===== src/rtl/calc_display_seq_if.sv =====
// Operand/result bundle between the board switch logic and calc_display_seq.
interface calc_display_seq_if #(
    parameter int WIDTH  = 4,
    parameter int DIGITS = 8
) ();
    logic              start;
    logic [1:0]        OP;
    logic [WIDTH-1:0]  A;
    logic [WIDTH-1:0]  B;
    logic              busy;
    logic              done;
    logic [1:0]        overflow_cout;
    logic [DIGITS-1:0] led_enable;
    logic [6:0]        seven_seg;

    modport master (
        output start, OP, A, B,
        input  busy, done, overflow_cout, led_enable, seven_seg
    );

    modport slave (
        input  start, OP, A, B,
        output busy, done, overflow_cout, led_enable, seven_seg
    );
endinterface


===== src/rtl/calc_display_seq.sv =====
// Four-function calculator with sequential double-dabble BCD conversion and
// a multiplexed common-anode seven-segment display.
//
// state  | meaning
// -------+-----------------------------------------------------------
// IDLE   | waiting for start; operands latched on start
// CALC   | compute magnitude, sign, carry/borrow, divide error
// SHIFT  | one double-dabble shift per clock, 2*WIDTH clocks
// COMMIT | copy BCD/flags into display registers, pulse done
module calc_display_seq #(
    parameter int WIDTH       = 4,
    parameter int DIGITS      = 8,
    parameter int REFRESH_DIV = 100000
) (
    input  logic clk,
    input  logic rst,
    calc_display_seq_if.slave bus
);
    localparam int M  = 2 * WIDTH;
    localparam int BW = 4 * DIGITS;
    localparam int CW = $clog2(M);
    localparam int PW = (REFRESH_DIV > 1) ? $clog2(REFRESH_DIV) : 1;
    localparam int IW = (DIGITS > 1) ? $clog2(DIGITS) : 1;

    localparam logic [6:0] SEG_BLANK = 7'h7F;
    localparam logic [6:0] SEG_MINUS = 7'h3F;
    localparam logic [6:0] SEG_E     = 7'h06;

    typedef enum logic [1:0] {IDLE, CALC, SHIFT, COMMIT} state_t;

    state_t           state;
    logic [1:0]       op_q;
    logic [WIDTH-1:0] a_q;
    logic [WIDTH-1:0] b_q;
    logic [M-1:0]     bin;
    logic [BW-1:0]    bcd;
    logic [BW-1:0]    bcd_adj;
    logic [CW-1:0]    cnt;
    logic             neg_w;
    logic             err_w;
    logic             cb_w;
    logic             busy_q;
    logic             done_q;
    logic [1:0]       ovf_q;

    logic [BW-1:0]    disp_bcd;
    logic             disp_neg;
    logic             disp_err;

    logic [PW-1:0]     presc;
    logic [IW-1:0]     scan_idx;
    logic [DIGITS-1:0] led_q;
    logic [6:0]        seg_q;
    logic [6:0]        seg_next;
    logic [3:0]        cur_nib;
    int                msd;

    logic [WIDTH:0]   sum;
    logic [WIDTH-1:0] diff;
    logic [M-1:0]     prod;
    logic [WIDTH-1:0] quot;

    assign sum  = {1'b0, a_q} + {1'b0, b_q};
    assign diff = (a_q >= b_q) ? (a_q - b_q) : (b_q - a_q);
    assign prod = {{WIDTH{1'b0}}, a_q} * {{WIDTH{1'b0}}, b_q};
    assign quot = (b_q == '0) ? '0 : (a_q / b_q);

    function automatic logic [6:0] seg_digit(input logic [3:0] d);
        case (d)
            4'd0:    seg_digit = 7'h40;
            4'd1:    seg_digit = 7'h79;
            4'd2:    seg_digit = 7'h24;
            4'd3:    seg_digit = 7'h30;
            4'd4:    seg_digit = 7'h19;
            4'd5:    seg_digit = 7'h12;
            4'd6:    seg_digit = 7'h02;
            4'd7:    seg_digit = 7'h78;
            4'd8:    seg_digit = 7'h00;
            4'd9:    seg_digit = 7'h10;
            default: seg_digit = SEG_BLANK;
        endcase
    endfunction

    // Add-3 correction of every BCD nibble ahead of the next shift.
    always_comb begin
        bcd_adj = bcd;
        for (int d = 0; d < DIGITS; d++) begin
            if (bcd[4*d +: 4] >= 4'd5)
                bcd_adj[4*d +: 4] = bcd[4*d +: 4] + 4'd3;
        end
    end

    // Conversion sequencer; display registers only change in COMMIT.
    always_ff @(posedge clk) begin
        if (rst) begin
            state    <= IDLE;
            op_q     <= '0;
            a_q      <= '0;
            b_q      <= '0;
            bin      <= '0;
            bcd      <= '0;
            cnt      <= '0;
            neg_w    <= 1'b0;
            err_w    <= 1'b0;
            cb_w     <= 1'b0;
            busy_q   <= 1'b0;
            done_q   <= 1'b0;
            ovf_q    <= '0;
            disp_bcd <= '0;
            disp_neg <= 1'b0;
            disp_err <= 1'b0;
        end else begin
            done_q <= 1'b0;
            case (state)
                IDLE: begin
                    if (bus.start) begin
                        op_q   <= bus.OP;
                        a_q    <= bus.A;
                        b_q    <= bus.B;
                        busy_q <= 1'b1;
                        state  <= CALC;
                    end
                end
                CALC: begin
                    bcd   <= '0;
                    cnt   <= '0;
                    neg_w <= 1'b0;
                    err_w <= 1'b0;
                    cb_w  <= 1'b0;
                    case (op_q)
                        2'b00: begin
                            bin  <= {{(WIDTH-1){1'b0}}, sum};
                            cb_w <= sum[WIDTH];
                        end
                        2'b01: begin
                            bin   <= {{WIDTH{1'b0}}, diff};
                            neg_w <= (a_q < b_q);
                            cb_w  <= (a_q < b_q);
                        end
                        2'b10: bin <= prod;
                        default: begin
                            bin   <= {{WIDTH{1'b0}}, quot};
                            err_w <= (b_q == '0);
                        end
                    endcase
                    state <= SHIFT;
                end
                SHIFT: begin
                    {bcd, bin} <= {bcd_adj, bin} << 1;
                    cnt        <= cnt + 1'b1;
                    if (cnt == CW'(M - 1))
                        state <= COMMIT;
                end
                default: begin
                    disp_bcd <= bcd;
                    disp_neg <= neg_w && (bcd != '0);
                    disp_err <= err_w;
                    ovf_q    <= {err_w, cb_w};
                    done_q   <= 1'b1;
                    busy_q   <= 1'b0;
                    state    <= IDLE;
                end
            endcase
        end
    end

    // Content of the digit currently selected by the scan.
    always_comb begin
        msd = 0;
        for (int d = 0; d < DIGITS; d++) begin
            if (disp_bcd[4*d +: 4] != 4'd0)
                msd = d;
        end
        cur_nib  = disp_bcd[4*scan_idx +: 4];
        seg_next = SEG_BLANK;
        if (disp_err) begin
            if (scan_idx == '0)
                seg_next = SEG_E;
        end else if (int'(scan_idx) <= msd) begin
            seg_next = seg_digit(cur_nib);
        end else if (disp_neg && (int'(scan_idx) == msd + 1)) begin
            seg_next = SEG_MINUS;
        end
    end

    // Free-running digit scan with registered enable/segment outputs.
    always_ff @(posedge clk) begin
        if (rst) begin
            presc    <= '0;
            scan_idx <= '0;
            led_q    <= '1;
            seg_q    <= SEG_BLANK;
        end else begin
            if (presc == PW'(REFRESH_DIV - 1)) begin
                presc <= '0;
                if (scan_idx == IW'(DIGITS - 1))
                    scan_idx <= '0;
                else
                    scan_idx <= scan_idx + 1'b1;
            end else begin
                presc <= presc + 1'b1;
            end
            led_q <= ~(DIGITS'(1) << scan_idx);
            seg_q <= seg_next;
        end
    end

    assign bus.busy          = busy_q;
    assign bus.done          = done_q;
    assign bus.overflow_cout = ovf_q;
    assign bus.led_enable    = led_q;
    assign bus.seven_seg     = seg_q;
endmodule


===== src/flat_wrapper.sv =====
// flat-port wrapper written by rule: the top's interface ports become plain ports
module calc_display_seq_flat 
#(
    parameter int WIDTH       = 4,
    parameter int DIGITS      = 8,
    parameter int REFRESH_DIV = 100000
)
  (clk, rst, bus_start, bus_OP, bus_A, bus_B, bus_busy, bus_done, bus_overflow_cout, bus_led_enable, bus_seven_seg);
  calc_display_seq_if #(.WIDTH(WIDTH), .DIGITS(DIGITS)) bus_i ();
  input  logic clk;
  input  logic rst;
  input wire logic [$bits(bus_i.start)-1:0] bus_start;
  input wire logic [$bits(bus_i.OP)-1:0] bus_OP;
  input wire logic [$bits(bus_i.A)-1:0] bus_A;
  input wire logic [$bits(bus_i.B)-1:0] bus_B;
  output wire logic [$bits(bus_i.busy)-1:0] bus_busy;
  output wire logic [$bits(bus_i.done)-1:0] bus_done;
  output wire logic [$bits(bus_i.overflow_cout)-1:0] bus_overflow_cout;
  output wire logic [$bits(bus_i.led_enable)-1:0] bus_led_enable;
  output wire logic [$bits(bus_i.seven_seg)-1:0] bus_seven_seg;
  assign bus_i.start = bus_start;
  assign bus_i.OP = bus_OP;
  assign bus_i.A = bus_A;
  assign bus_i.B = bus_B;
  assign bus_busy = bus_i.busy;
  assign bus_done = bus_i.done;
  assign bus_overflow_cout = bus_i.overflow_cout;
  assign bus_led_enable = bus_i.led_enable;
  assign bus_seven_seg = bus_i.seven_seg;
  calc_display_seq #(.WIDTH(WIDTH), .DIGITS(DIGITS), .REFRESH_DIV(REFRESH_DIV)) u_core (.clk(clk), .rst(rst), .bus(bus_i));
endmodule

===== config.mk =====
export PLATFORM = sky130hd
export DESIGN_NAME = calc_display_seq_flat
export DESIGN_NICKNAME = d
export VERILOG_FILES = /design/src/rtl/calc_display_seq_if.sv /design/src/rtl/calc_display_seq.sv /design/src/flat_wrapper.sv
export SDC_FILE = /design/constraint.sdc
export NUM_CORES = 1
export LEC_CHECK = 0
export ABC_AREA = 1
export BUFFER_PORTS_ARGS = -buffer_cell sky130_fd_sc_hd__buf_2
export CAP_MARGIN = 20
export CORE_MARGIN = 5
export CORE_UTILIZATION = 55
export CTS_BUF_LIST = sky130_fd_sc_hd__clkbuf_16
export DETAILED_ROUTE_END_ITERATION = 16
export GPL_ROUTABILITY_DRIVEN = 0
export PLACE_DENSITY = 0.7
export SYNTH_ARGS = -nofsm -noshare
export SYNTH_HDL_FRONTEND = slang
export SYNTH_SLANG_ARGS = --single-unit

===== constraint.sdc =====
create_clock -name clk -period 7.9 [get_ports clk]
set_clock_uncertainty 0.1 [all_clocks]
set_input_delay 1.185 -clock clk [delete_from_list [all_inputs] [get_ports clk]]
set_output_delay 1.185 -clock clk [all_outputs]
set_load 0.05 [all_outputs]

# Word level (Yosys, flattened, before mapping)
# Memory sizes are Yosys's and may differ from the RTL's.
# Index checks and enable logic that the tools add are counted.
# word_totals
register_bits	131
rom_bits	112
in_bits	13
wordCells	120
mem_count	1
# memory_table
name	words	width	rd	rd_ports_with_merged_regs	wr	line	text
(name not given)	16	7	1	0	0	calc_display_seq.sv:69	case (d)
# classes
addsub	15
multipliers	1
n_div	1
n_lt_le_gt_ge	11
eq_ne	10
n_shift	2
n_mux	35
n_bitwise	2
n_reduce_logical	22
# ops
cell	n
$pmux W32 S2	1
$mux W4	9
$eq A4 B32 Y1	1
$ge A4 B3 Y1 const B	8
$reduce_bool A32 Y1	1
$shiftx A32 B6 Y4	1
$add A4 B2 Y4 const B	7
$mux W7	4
$reduce_bool A4 Y1	7
$pmux W8 S3	1
$mux W3	6
$add A17 B1 Y17 const B	1
$eq A17 B17 Y1 const B	1
$pmux W8 S2	1
$mul A4 B4 Y8	1
$mux W2	4
$not A8 Y8	1
$shl A1 B3 Y8 const A	1
$sub A4 B4 Y4	2
$add A3 B1 Y3 const B	2
$eq A3 B3 Y1 const B	2
$pmux W2 S3	1
$pmux W3 S2	1
$reduce_and A2 Y1	3
21 further kinds	32

# Longest topological paths before layout
# depth
ltp_word	14
mapped_depth	27
depth_no_buf	27

# Worst setup path after synthesis
# OpenSTA, ideal clock, no wires.
# synth_path
kind	flip-flop to flip-flop
from	register u_core.b_q[0]
to	register u_core.bin[0]
setup_time_ps	132
t_arrival_ps	3312
required_time_ps	7668
slack_ps	4356
stages_incl_launch_ff	26
n_path_buf	0
path_cell_list	dfxtp_1 -> inv_1 -> ha_1 -> inv_1 -> o22ai_1 -> inv_1 -> ha_1 -> o21ai_0 -> nand2_1 -> nand2_1 -> o21ai_0 -> ha_1 -> nand2_1 -> nand2_1 -> nand3_1 -> nand3_1 -> inv_1 -> nand2_1 -> o21ai_0 -> ha_1 -> o21ai_0 -> a21boi_0 -> o21ai_0 -> nand2_1 -> nand3_1 -> a21oi_1
# synth_via
elab_chain_len	4
# synth_rtl
item	line	text
from (decl)	calc_display_seq.sv:34	logic [WIDTH-1:0] b_q;
from (signal assigned)	calc_display_seq.sv:119	b_q <= bus.B;
$div A4 B4 Y4 (tied with other cells)	calc_display_seq.sv:66	assign quot = (b_q == '0) ? '0 : (a_q / b_q);
$mux W4, on equally long branches	calc_display_seq.sv:66, calc_display_seq.sv:64	
$pmux W8 S3 *	calc_display_seq.sv:130	case (op_q)
$pmux W8 S2 *	calc_display_seq.sv:114	case (state)
to (signal assigned)	calc_display_seq.sv:132	bin <= {{(WIDTH-1){1'b0}}, sum};
to (signal assigned)	calc_display_seq.sv:136	bin <= {{WIDTH{1'b0}}, diff};
to (signal assigned)	calc_display_seq.sv:140	2'b10: bin <= prod;
to (decl)	calc_display_seq.sv:35	logic [M-1:0] bin;
# Every way passes the cells marked *; elsewhere a longest branch is shown, timed or not.
# A chain may end at the register's enable or synchronous reset.

# Final worst setup path
# Same ends and word-level chain as after synthesis.

==> summary.md <==
| Metric | Value |
|---|---|
| IO Port Bufs | 31 |
| Finished Cell Area | 8510 sq um |
| Clock sinks | 130 |
| CTS buffer count | 17 |
| Final core utilization | 61.8% |
| Critical path class | reg2reg |
| Clk pin slew, worst setup/hold paths | 0.06 ns |
| Via Count | 6871 |
| Largest net degree at the start of global routing | 49 |
| Routed WL per cell | 14.3 microns |
| Grt ovf | 0 |
| Core area | 13800 sq um |
| CP max stage cell | dfxtp_1 |
| Max transition margin | 30.4% |
| Worst path depth | 25 |
| Cell depth of the worst hold path | 1 |
| Leak pwr | 0.00378 uW |
| N_diodes | 0 |
| Drt pass-1 iters | 5 |
| Setup TNS | 0 ns |
| Vias in the first global route | 6191 |
| Worst-margin pin slew | 1.04 ns |
| Post_cts resized | 0 |
| Maxcap violations | 0 |
| RSZ-0062 raised after global routing | no |
| Maximum clock frequency | 242 MHz |
| Synthesized netlist net count | 1143 |
| CP delay by family, top | adder cells |
| Max-slew violation count | 0 |
| Synth top area share | 34.0% |
| Routed WL | 17.9 mm |
| Most frequent CP cell | nand2_1 |
| Post-synth top area cell | dfxtp_1 |
| Net count, final | 1162 |
| Die height | 128 microns |
| Cts hold-fix bufs | 0 |
| Reg area | 2600 sq um |
| Layout cells sized above 1 | 8.76% |
| Area of the multi-input gates | 4330 sq um |
| Global Route Usage Sum | 22.4% |
| Outcome | finished, final reports clean |
| Initial Util | 55.6% |
| Crit end category | flip-flop |
| WP buf/inv | 4 |
| Post-Syn Instances | 1042 |
| Fin cells | 1253 |
| Placed Cells | 1222 |
| Post-route ant nets | 0 |
| H-Tree Depth | 4 |
| Post-DP HPWL | 12.6 mm |
| CTS tree | yes |
| Register bit total from synthesis | 130 |
| Site Rows | 43 |
| Synth top area cells | dfxtp_1 34%, ha_1 13%, nand2_1 10% |
| CP arrival | 4.30 ns |
| Post-Place Cell Area | 7890 sq um |
| Clock Path Buffers | 2 |
| Mapped cell area | 7660 sq um |
| Initial antenna violation count | 0 |
| WHS | 0.344 ns |
| Worst-Skew Late Latency | 0.42 ns |
| Hold WC Path Type | reg2reg |
| Final hold vios | 0 |
| Most frequent cells in the layout | 209 x nand2_1, 146 x inv_1, 130 x dfxtp_1 |
| Post-synthesis sequential area ratio | 34.0% |
| CP peak stage delay | 0.47 ns |
| Critical path data required time | 8.06 ns |
| Area Overhead vs Synth | 11.1% |
| Commonest non-fill, non-tap cell in the layout | nand2_1 |
| Crit Path Max Fanout | 7 |
| Vias per cell | 5.48 |
| Die W | 128 microns |
| Die ar. | 16400 sq um |
| Initial DRC count | 592 |
| I/O Pins | 32 |
| Setup-violating endpoint count in the final report | 0 |
| Worst setup SP type | flip-flop |
| Fillers | 1281 |
| Post-CTS setup repair buffer count | 0 |
| Final Critical Period | 4.14 ns |
| First-pass GRT wire length | 29.9 mm |
| R2R cell count | 25 |
| DRC violations left | 0 |
| Maximum vdd drop | 0.198 mV |
| Post-synthesis cell type count | 46 |
| YS warnings | 0 |
| Final cycle utilization of the critical path | 52.4% |
| Synthesized area per cell | 7.35 sq um |
| Root buf cell | clkbuf_16 |
| Pwr per Cell Area | 268 nW/um^2 |
## report_power, final
group          total (uW)  switching [uW]  internal (uW)
clock                 834             283            550
combinational         703             478            225
sequential            745            46.2            698
## path summary, 6_finish.rpt
check,start,endpoint,slack (ns)
setup / recovery,u_core.b_q[0]$_SDFFE_PP0P_,u_core.bin[0]$_SDFFE_PP0N_,3.76
setup reg to reg,u_core.b_q[0]$_SDFFE_PP0P_,u_core.bin[0]$_SDFFE_PP0N_,3.76
hold reg to reg,u_core.presc[0]$_SDFF_PP0_,u_core.presc[0]$_SDFF_PP0_,0.34
hold / removal,u_core.presc[0]$_SDFF_PP0_,u_core.presc[0]$_SDFF_PP0_,0.34
## metal layers
metal  track usage [%]  routed length [microns]  vias to the layer above
li1                  -                        -                     3510
met1              31.3                     8770                     3130
met2              34.3                     7830                      189
met3              4.33                      884                       42
met4              8.43                      393                        0
met5                 0                        0                        -
## kinds of logic (layout without fill, tap and decap cells)
group                      count (synthesis)  count (layout)  share of synthesized area (%)
and+or+nand+nor                          413             413                           24.5
AOI/OAI and AO/OA                        218             218                           15.9
buffers and inverters                    184             215                           9.45
DFF                                      130             130                           34.0
adders and majority gates                 88              88                           15.1
xor gates and xnor gates                   9               9                           1.03
## cells in the mapped netlist (all sizes together)
| cell type | n |
|---|---|
| o311ai | 4 |
| a21oi | 93 |
| or2 | 8 |
| nand2 | 216 |
| o22ai | 34 |
| a22oi | 1 |
| xor2 | 7 |
| inv | 153 |
| nor4 | 7 |
| a21boi | 4 |
| ha | 81 |
| nor3 | 10 |
| o211ai | 8 |
| a211oi | 3 |
| fa | 7 |
| xnor2 | 2 |
| nor3b | 2 |
| a31oi | 4 |
| o21bai | 1 |
| nand3b | 3 |
| nand4 | 21 |
| a22o | 3 |
| nand3 | 89 |
| or3 | 1 |
| and3 | 1 |
| clkbuf | 18 |
| dfxtp | 130 |
| nor2 | 55 |
| buf | 13 |
| o21ai | 63 |
## metrics by stage
| stage | setup slack, ns | total power (uW) |
|---|---|---|
| global placement | 3.89 | 1430 |
| global route | 3.43 | 2420 |
| floorplan | 4.36 | 1290 |
| detailed placement | 3.81 | 1440 |
| finish | 3.76 | 2280 |
| CTS | 3.78 | 2280 |
## cell type report
class	instances	area share (%)
timing repair buffer	31	1.82
tap	180	2.65
multi-input combinational	728	50.9
inverter	153	6.75
sequential	130	30.6
clock buffer	17	5.00
clock inverter	14	2.28
## registers in the layout, summed over array words and instances (netlist names), 2 cells and up
register               cells
u_core.presc              17
u_core.bus.led_enable      8
u_core.cnt                 3
u_core.bus.seven_seg       7
u_core.b_q                 4
u_core.disp_bcd           32
u_core.a_q                 4
u_core.scan_idx            3
u_core.bin                 8
u_core.state               2
u_core.bcd                32
u_core.op_q                2
Power figures use the tool's default switching activity.
